[src/rtl/fir31_lowpass.sv]
// 31-tap symmetric low-pass FIR, time-multiplexed over one multiplier (one MAC per clock).
// Each accepted sample yields a full-precision result and a saturated 8-bit copy.
module fir31_lowpass #(
  parameter int NTAPS = 31,
  parameter int DW    = 8,
  parameter int CW    = 10,
  parameter int AW    = 20,
  parameter int SHIFT = 10
) (
  input  logic          clock,
  input  logic          reset,
  input  logic          ready,
  input  logic [DW-1:0] x,
  output logic [AW-1:0] y,
  output logic [7:0]    y8,
  output logic          done,
  output logic          busy,
  output logic          overrun
);

  typedef enum logic {IDLE, MAC} state_t;

  localparam logic [4:0]           LAST   = 5'(NTAPS - 1);
  localparam logic signed [AW-1:0] SAT_HI = AW'(127);
  localparam logic signed [AW-1:0] SAT_LO = AW'(-128);

  state_t                state;
  logic signed [DW-1:0]  sample_buf [32];
  logic [4:0]            wp;
  logic [4:0]            newest;
  logic [4:0]            k;
  logic signed [AW-1:0]  acc;

  logic [4:0]            rd_addr;
  logic signed [AW-1:0]  coef_ext;
  logic signed [AW-1:0]  samp_ext;
  logic signed [AW-1:0]  prod;
  logic signed [AW-1:0]  acc_next;
  logic signed [AW-1:0]  shifted;
  logic [7:0]            sat8;

  function automatic logic signed [CW-1:0] coef(input logic [4:0] idx);
    case (idx)
      5'd0,  5'd30: coef = CW'(-1);
      5'd1,  5'd29: coef = CW'(-1);
      5'd2,  5'd28: coef = CW'(-2);
      5'd3,  5'd27: coef = CW'(-2);
      5'd4,  5'd26: coef = CW'(-3);
      5'd5,  5'd25: coef = CW'(-3);
      5'd6,  5'd24: coef = CW'(-2);
      5'd7,  5'd23: coef = CW'(0);
      5'd8,  5'd22: coef = CW'(5);
      5'd9,  5'd21: coef = CW'(13);
      5'd10, 5'd20: coef = CW'(27);
      5'd11, 5'd19: coef = CW'(47);
      5'd12, 5'd18: coef = CW'(72);
      5'd13, 5'd17: coef = CW'(100);
      5'd14, 5'd16: coef = CW'(125);
      5'd15:        coef = CW'(274);
      default:      coef = '0;
    endcase
  endfunction

  // Tap k reads the sample k steps older than the newest; 5-bit subtraction gives the mod-32 wrap.
  always_comb begin
    rd_addr  = newest - k;
    coef_ext = AW'(coef(k));
    samp_ext = AW'(sample_buf[rd_addr]);
    prod     = coef_ext * samp_ext;
    acc_next = acc + prod;
    shifted  = acc_next >>> SHIFT;
    if (shifted > SAT_HI) begin
      sat8 = 8'h7F;
    end else if (shifted < SAT_LO) begin
      sat8 = 8'h80;
    end else begin
      sat8 = shifted[7:0];
    end
  end

  always_ff @(posedge clock) begin
    if (reset) begin
      for (int unsigned i = 0; i < 32; i++) begin
        sample_buf[i] <= '0;
      end
      state   <= IDLE;
      wp      <= '0;
      newest  <= '0;
      k       <= '0;
      acc     <= '0;
      y       <= '0;
      y8      <= '0;
      done    <= 1'b0;
      busy    <= 1'b0;
      overrun <= 1'b0;
    end else begin
      done <= 1'b0;
      case (state)
        IDLE: begin
          if (ready) begin
            sample_buf[wp] <= x;
            newest         <= wp;
            wp             <= wp + 5'd1;
            acc            <= '0;
            k              <= '0;
            busy           <= 1'b1;
            state          <= MAC;
          end
        end
        MAC: begin
          if (ready) begin
            overrun <= 1'b1;
          end
          acc <= acc_next;
          if (k == LAST) begin
            y     <= acc_next;
            y8    <= sat8;
            done  <= 1'b1;
            busy  <= 1'b0;
            state <= IDLE;
          end else begin
            k <= k + 5'd1;
          end
        end
        default: state <= IDLE;
      endcase
    end
  end

endmodule
[config.mk]
export PLATFORM = sky130hd
export DESIGN_NAME = fir31_lowpass
export DESIGN_NICKNAME = d
export VERILOG_FILES = /design/src/rtl/fir31_lowpass.sv
export SDC_FILE = /design/constraint.sdc
export NUM_CORES = 1
export LEC_CHECK = 0
export ABC_AREA = 1
export CORE_MARGIN = 2
export CORE_UTILIZATION = 59
export CTS_BUF_LIST = sky130_fd_sc_hd__clkbuf_4 sky130_fd_sc_hd__clkbuf_8
export DETAILED_ROUTE_END_ITERATION = 16
export PLACE_DENSITY = 0.79
export SYNTH_ARGS = -nofsm -noshare
export SYNTH_HDL_FRONTEND = slang
export SYNTH_SLANG_ARGS = --single-unit
[constraint.sdc]
create_clock -name clock -period 6 [get_ports clock]
set_input_delay 1.2 -clock clock [delete_from_list [all_inputs] [get_ports clock]]
set_output_delay 1.2 -clock clock [all_outputs]
set_load 0.01 [all_outputs]
### Yosys cells after proc, flatten, opt, wreduce, memory -nomap -nowiden

Memory sizes are Yosys's and may differ from the RTL's. A register that Yosys moved wholly into a read port is not among the register bits.
Cells that the tools add are included.

* flip-flop bits (word level): 67
* output and inout bits: 31
* RAM bits: 256
* logic and storage cells: 55
* bits in read-only memories: 320
* input port bits: 11
* memories: 2

Memory list
* (name not given): depth 32, bits a word 10, rd ports 1, clocked after Yosys merged registers in 1, wr ports 0, line 43 `case (idx)`
* sample_buf: depth 32, bits a word 8, rd ports 1, clocked after Yosys merged registers in 0, wr ports 32, line 28 `logic signed [DW-1:0] sample_buf [32];`

* multiplexer cells: 24
* order comparisons: 2
* reductions and logical operators: 7
* $mul: 1
* add/sub/neg operators: 4
* bitwise logic cells: 1
* equality and inequality tests: 4

Operator list (count)
* $pmux 20 s2: 1
* $mux 5: 5
* $mux 8: 3
* $add 20x18->20: 1
* $mux 20: 1
* $mul 10x8->18: 1
* $mux 1: 11
* $add 5x1->5 const B: 2
* $gt 10x8->1 const B: 1
* $lt 10x8->1 const B: 1
* $pmux 5 s2: 1
* $reduce_and 2->1: 5
* $reduce_or 8->1: 1
* $eq 5x5->1 const B: 1
* $sub 5x5->5: 1
* $ne 2x2->1 const B: 2
* $pmux 1 s2: 2
* $ne 2x1->1 const B: 1
* $reduce_or 2->1: 1
* $not 1->1: 1

### Longest topological paths before layout

An unclocked memory read counts as a cell.

* depth after elaboration: 7
* mapped depth: 37
* depth with buffers taken out: 35

### Worst setup path after synthesis

Ideal clock, no wire load.

* path type: register to register
* start point: register newest[0]
* end point: register y8[0]
* buffers on the path: 2
* stages on the path, launching flop included: 33
* required time: 5.878 ns
* library setup time: 0.122 ns
* arrival time: 6.457 ns
* period minus slack after synthesis: 6.579 ns
* setup slack: -0.579 ns
* path through: dfxtp_1 inv_1 ha_1 fa_1 xnor2_2 inv_2 buf_2 buf_2 nand2_1 o211ai_2 nand3_1 nand2_2 nor2_1 fa_1 fa_1 fa_1 inv_1 fa_1 inv_1 ha_1 ha_1 nand2_1 inv_1 nand2_1 nand2_1 a21oi_1 nand2_1 nand2_1 nand2_1 nand2_1 nand2_1 nand2_1 a21oi_1

* word-level cells in the longest chain between the ends: 7
* elaborated cells on any way between the ends: 8
* those cells by class: add/sub (2); mul (1); order compare (2); mux (2); memory (1)

Ends and longest elaborated chain
* start, declared: line 30 `logic [4:0] newest;`
* start signal, assigned: line 102 `newest <= wp;`
* $sub 5x5->5 *: line 66 `rd_addr = newest - k;`
* $mem_v2 32x8 *
* $mul 10x8->18 *: line 69 `prod = coef_ext * samp_ext;`
* $add 20x18->20 *: line 70 `acc_next = acc + prod;`
* $lt 10x8->1: line 74 `end else if (shifted < SAT_LO) begin`
* $mux 8: line 74
* $mux 8 *: line 72 `if (shifted > SAT_HI) begin`
* end signal, assigned: line 117 `y8 <= sat8;`
* end, declared: line 15 `output logic [7:0] y8,`

Every way passes the cells marked *; elsewhere a longest branch is shown, timed or not.
A chain may end at the register's enable or synchronous reset.

### Worst setup path after layout

* start point: register newest[0]
* end point: register y8[5]

Same word-level chain as after synthesis.

==> flow_results.xml <==
<?xml version="1.0" encoding="UTF-8"?>
<metrics>
  <group name="critical_path">
    <metric name="cp-end-kind" unit="">flip-flop</metric>
    <metric name="ff2ff_setup_slack" unit="ns">-0.75</metric>
    <metric name="crit_path_max_fanout" unit="">7</metric>
    <metric name="worstRegToRegCells" unit="">32</metric>
    <metric name="reg2reg_from" unit="">newest[0]</metric>
    <metric name="startpoint_type" unit="">flip-flop</metric>
    <metric name="crit_end" unit="">y8[5]</metric>
    <metric name="critPathArrivalTime" unit="ns">7.28</metric>
    <metric name="path_delay_family" unit="">adder cells</metric>
    <metric name="critical_path_cell_count" unit="">32</metric>
    <metric name="timing.setup.critical_path_class" unit="">flip-flop to flip-flop</metric>
    <metric name="critical_path.reg2reg.endpoint" unit="">y8[5]</metric>
    <metric name="launching_element_of_the_worst_setup_path" unit="">newest[0]</metric>
    <metric name="required" unit="ns">6.53</metric>
    <metric name="critical-path-top-cell-by-count" unit="">fa_1</metric>
    <metric name="critical_path.slowest_cell" unit="">fa_4</metric>
    <metric name="worstPathBufferInverterCount" unit="">8</metric>
    <metric name="cp_slowest_stage_delay" unit="ns">0.86</metric>
  </group>
  <group name="global_route">
    <metric name="grt_antenna_before_repair" unit="">0</metric>
    <metric name="grt-ovfl-total" unit="">0</metric>
    <metric name="number_of_global_route_vias_before_repair" unit="">16300</metric>
    <metric name="grt_usage" unit="">0.317</metric>
    <metric name="grt_start_max_net_pins" unit="">69</metric>
    <metric name="global_route_wire_length_before_repair" unit="µm">83600</metric>
  </group>
  <group name="drt">
    <metric name="wl_per_cell" unit="µm">19.7</metric>
    <metric name="routed-via-count" unit="">16400</metric>
    <metric name="drc_violation_count_after_routing" unit="">0</metric>
    <metric name="avgViaCountPerCell" unit="">5.86</metric>
    <metric name="routed_wirelength" unit="µm">55200</metric>
    <metric name="detail-route-antenna-nets" unit="">0</metric>
    <metric name="detail_route.first_pass.iterations" unit="">6</metric>
    <metric name="detailedRoute.firstIterationViolations" unit="">1836</metric>
  </group>
  <group name="timing">
    <metric name="timing.final.hold_violations" unit="">0</metric>
    <metric name="min_period_over_period" unit="">1.13</metric>
    <metric name="layout_min_cycle_time" unit="ns">6.75</metric>
    <metric name="timing.slew.headroom" unit="">0.109</metric>
    <metric name="final.setup_skew" unit="ns">0.0332</metric>
    <metric name="grt_setup_unrepaired" unit="">yes</metric>
    <metric name="final-setup-viol-count" unit="">35</metric>
    <metric name="fin_ws" unit="ns">-0.751</metric>
    <metric name="maximum_clock_frequency" unit="GHz">0.148</metric>
    <metric name="timing_worst_slew_pin_value" unit="ns">1.33</metric>
    <metric name="max_transition_viols_final" unit="">0</metric>
  </group>
  <group name="floorplanning">
    <metric name="floorplan.initialDensity" unit="">0.601</metric>
    <metric name="die_y" unit="µm">184</metric>
    <metric name="die_w" unit="µm">184</metric>
    <metric name="io_count" unit="">42</metric>
    <metric name="die-area" unit="µm²">33800</metric>
    <metric name="num_rows" unit="">65</metric>
    <metric name="total_core_area" unit="µm²">31700</metric>
  </group>
  <group name="clock_tree">
    <metric name="ctsLongestPathBuffers" unit="">3</metric>
    <metric name="clock_tree.root_cell" unit="">clkbuf_8</metric>
    <metric name="cts_made_buffers" unit="">55</metric>
    <metric name="cts_hold_repair.buffers" unit="">0</metric>
    <metric name="cts-htree-levels" unit="">2</metric>
    <metric name="cts_tree" unit="">yes</metric>
    <metric name="clock_latency" unit="ns">0.62</metric>
    <metric name="numClockSinks" unit="">332</metric>
    <metric name="clkTransAtPathRegs" unit="ns">0.06</metric>
  </group>
  <group name="finish">
    <metric name="flip_flop_and_latch_area" unit="µm²">9210</metric>
    <metric name="fin_nets" unit="">2517</metric>
    <metric name="post_layout_nonfiller_instances" unit="">2796</metric>
    <metric name="antenna-diode-count" unit="">0</metric>
    <metric name="layout.filler_cells" unit="">1982</metric>
    <metric name="drive_above_1_share" unit="">0.244</metric>
    <metric name="multi_input_area" unit="µm²">10000</metric>
    <metric name="area.growth.synth_to_final" unit="%">24.8</metric>
  </group>
  <group name="synthesis">
    <metric name="netlist_area" unit="µm²">19100</metric>
    <metric name="synth_sequential_area_ratio" unit="">0.483</metric>
    <metric name="netlist.top_cell.by_area" unit="">edfxtp_1</metric>
    <metric name="synthesized_instance_count" unit="">2168</metric>
    <metric name="synthesized_flop_and_latch_total" unit="">332</metric>
    <metric name="synth.yosys.warnings" unit="">0</metric>
    <metric name="synth_top_cells_by_area" unit="">edfxtp_1 (40%), fa_1 (10%), nor2_1 (9.6%)</metric>
    <metric name="postSynthAreaPerCell" unit="µm²">8.80</metric>
    <metric name="ys_types" unit="">41</metric>
    <metric name="synth_largest_type_area_fraction" unit="">0.403</metric>
    <metric name="synth_commonest_cells" unit="">nor2_1 (490), nand2_1 (484), edfxtp_1 (256)</metric>
    <metric name="synth.net_count" unit="">2336</metric>
    <metric name="ys.flop_type" unit="">edfxtp_1</metric>
    <metric name="synth_edf_count" unit="">256</metric>
    <metric name="synthArstFlopShare" unit="">0</metric>
    <metric name="synth_most_common_cell" unit="">nor2_1</metric>
  </group>
  <group name="outcome">
    <metric name="run_status" unit="">finished, violations left</metric>
    <metric name="failed_checks" unit="">negative setup slack</metric>
  </group>
  <group name="place">
    <metric name="dp_hpwl" unit="µm">32800</metric>
    <metric name="io_buffers" unit="">41</metric>
    <metric name="routabilityCongestion" unit="">0.952</metric>
    <metric name="cell_total_after_placement" unit="">2654</metric>
  </group>
  <group name="run">
    <metric name="drv.max_cap_violation_count" unit="">0</metric>
  </group>
  <group name="min_path">
    <metric name="hp-class" unit="">flip-flop to flip-flop</metric>
  </group>
</metrics>
==> sequential cells by signal, summed over array words and instances (netlist names), 5 cells and up <==
name,cells
k,5
acc,20
y,20
coef_ext,9
newest,5
y8,8
wp,5
sample_buf,256
==> routing by layer <==
layer	wire length [µm]	global-route usage	part of all wire	up-vias
li1	-	-	-	7347
met5	0	0	0	-
met4	3530	0.168	0.064	0
met3	4960	0.0582	0.090	291
met2	26700	0.533	0.48	990
met1	19900	0.391	0.36	7769
==> tightest hold or removal path: stages, from the launching register on <==
cell and delay (ns):
dfxtp_1 0.31, nand2_1 0.06, a21oi_1 0.05
==> how the worst min path moves through the flow <==
stage / depth (start not counted) / startpoint / slack, ns / endpoint
detailed placement: 2 / acc[3] / 0.46 / acc[3]
global placement: 2 / acc[3] / 0.45 / acc[3]
CTS: 2 / acc[3] / 0.47 / acc[3]
floorplan: 2 / newest[2] / 0.43 / newest[2]
global route: 2 / acc[0] / 0.49 / acc[0]
finish: 2 / acc[3] / 0.47 / acc[3]
==> what timing repair did <==
item,4_1_cts,5_1_grt
setup endpoints to repair,37,38
pin swaps,36,101
cloned,9,2
buffers inserted,23,10
gates resized for setup,174,165
==> stage by stage <==
stage | TNS [ns] | instance area, µm² | setup slack, ns | utilization | hold slack, ns
final | -20.43 | 23800 | -0.751 | 0.750 | 0.467
after floorplan | 0 | 19100 | 0.0109 | - | 0.435
after global placement | -16.20 | 20800 | -0.599 | 0.655 | 0.451
after detailed placement | -17.17 | 20800 | -0.648 | 0.655 | 0.459
after CTS | -11.97 | 23100 | -0.472 | 0.729 | 0.466
after global routing | -26.25 | 23800 | -0.907 | 0.750 | 0.490
==> placed cells by master (no fill, tap or decap), types with 33 or more instances in the layout <==
cell	netlist	final
nand2_1	484	418
nand3_1	150	112
ha_1	62	33
nor2_1	490	472
inv_1	185	162
a21oi_1	57	36
clkdlybuf4s50_1	0	41
clkbuf_8	0	56
buf_4	1	132
fa_1	95	88
nand2_2	47	90
o21ai_0	78	56
dfxtp_1	76	73
nand3_2	4	38
edfxtp_1	256	256
==> kinds of logic (layout without fill, tap and decap cells) <==
kind of cell               count (synthesis)  in the layout  synth area share
xor gates and xnor gates                  18             18            0.0100
AOI/OAI and AO/OA                        169            169            0.0502
buffers and inverters                    293            519            0.0607
adders and majority gates                157            157             0.140
and+or+nand+nor                         1199           1199             0.256
DFF                                      332            332             0.483
==> area by class of cell <==
type / instances / share of cell area
Clock buffer: 71 / 0.0371
Clock inverter: 31 / 0.00852
Inverter: 198 / 0.0320
Multi-Input combinational cell: 1543 / 0.421
Sequential cell: 332 / 0.387
Tap cell: 402 / 0.0211
Timing Repair Buffer: 219 / 0.0933
Power is not shown: default switching activity piles up to over one toggle a cycle in this logic, so the estimate is an artifact.
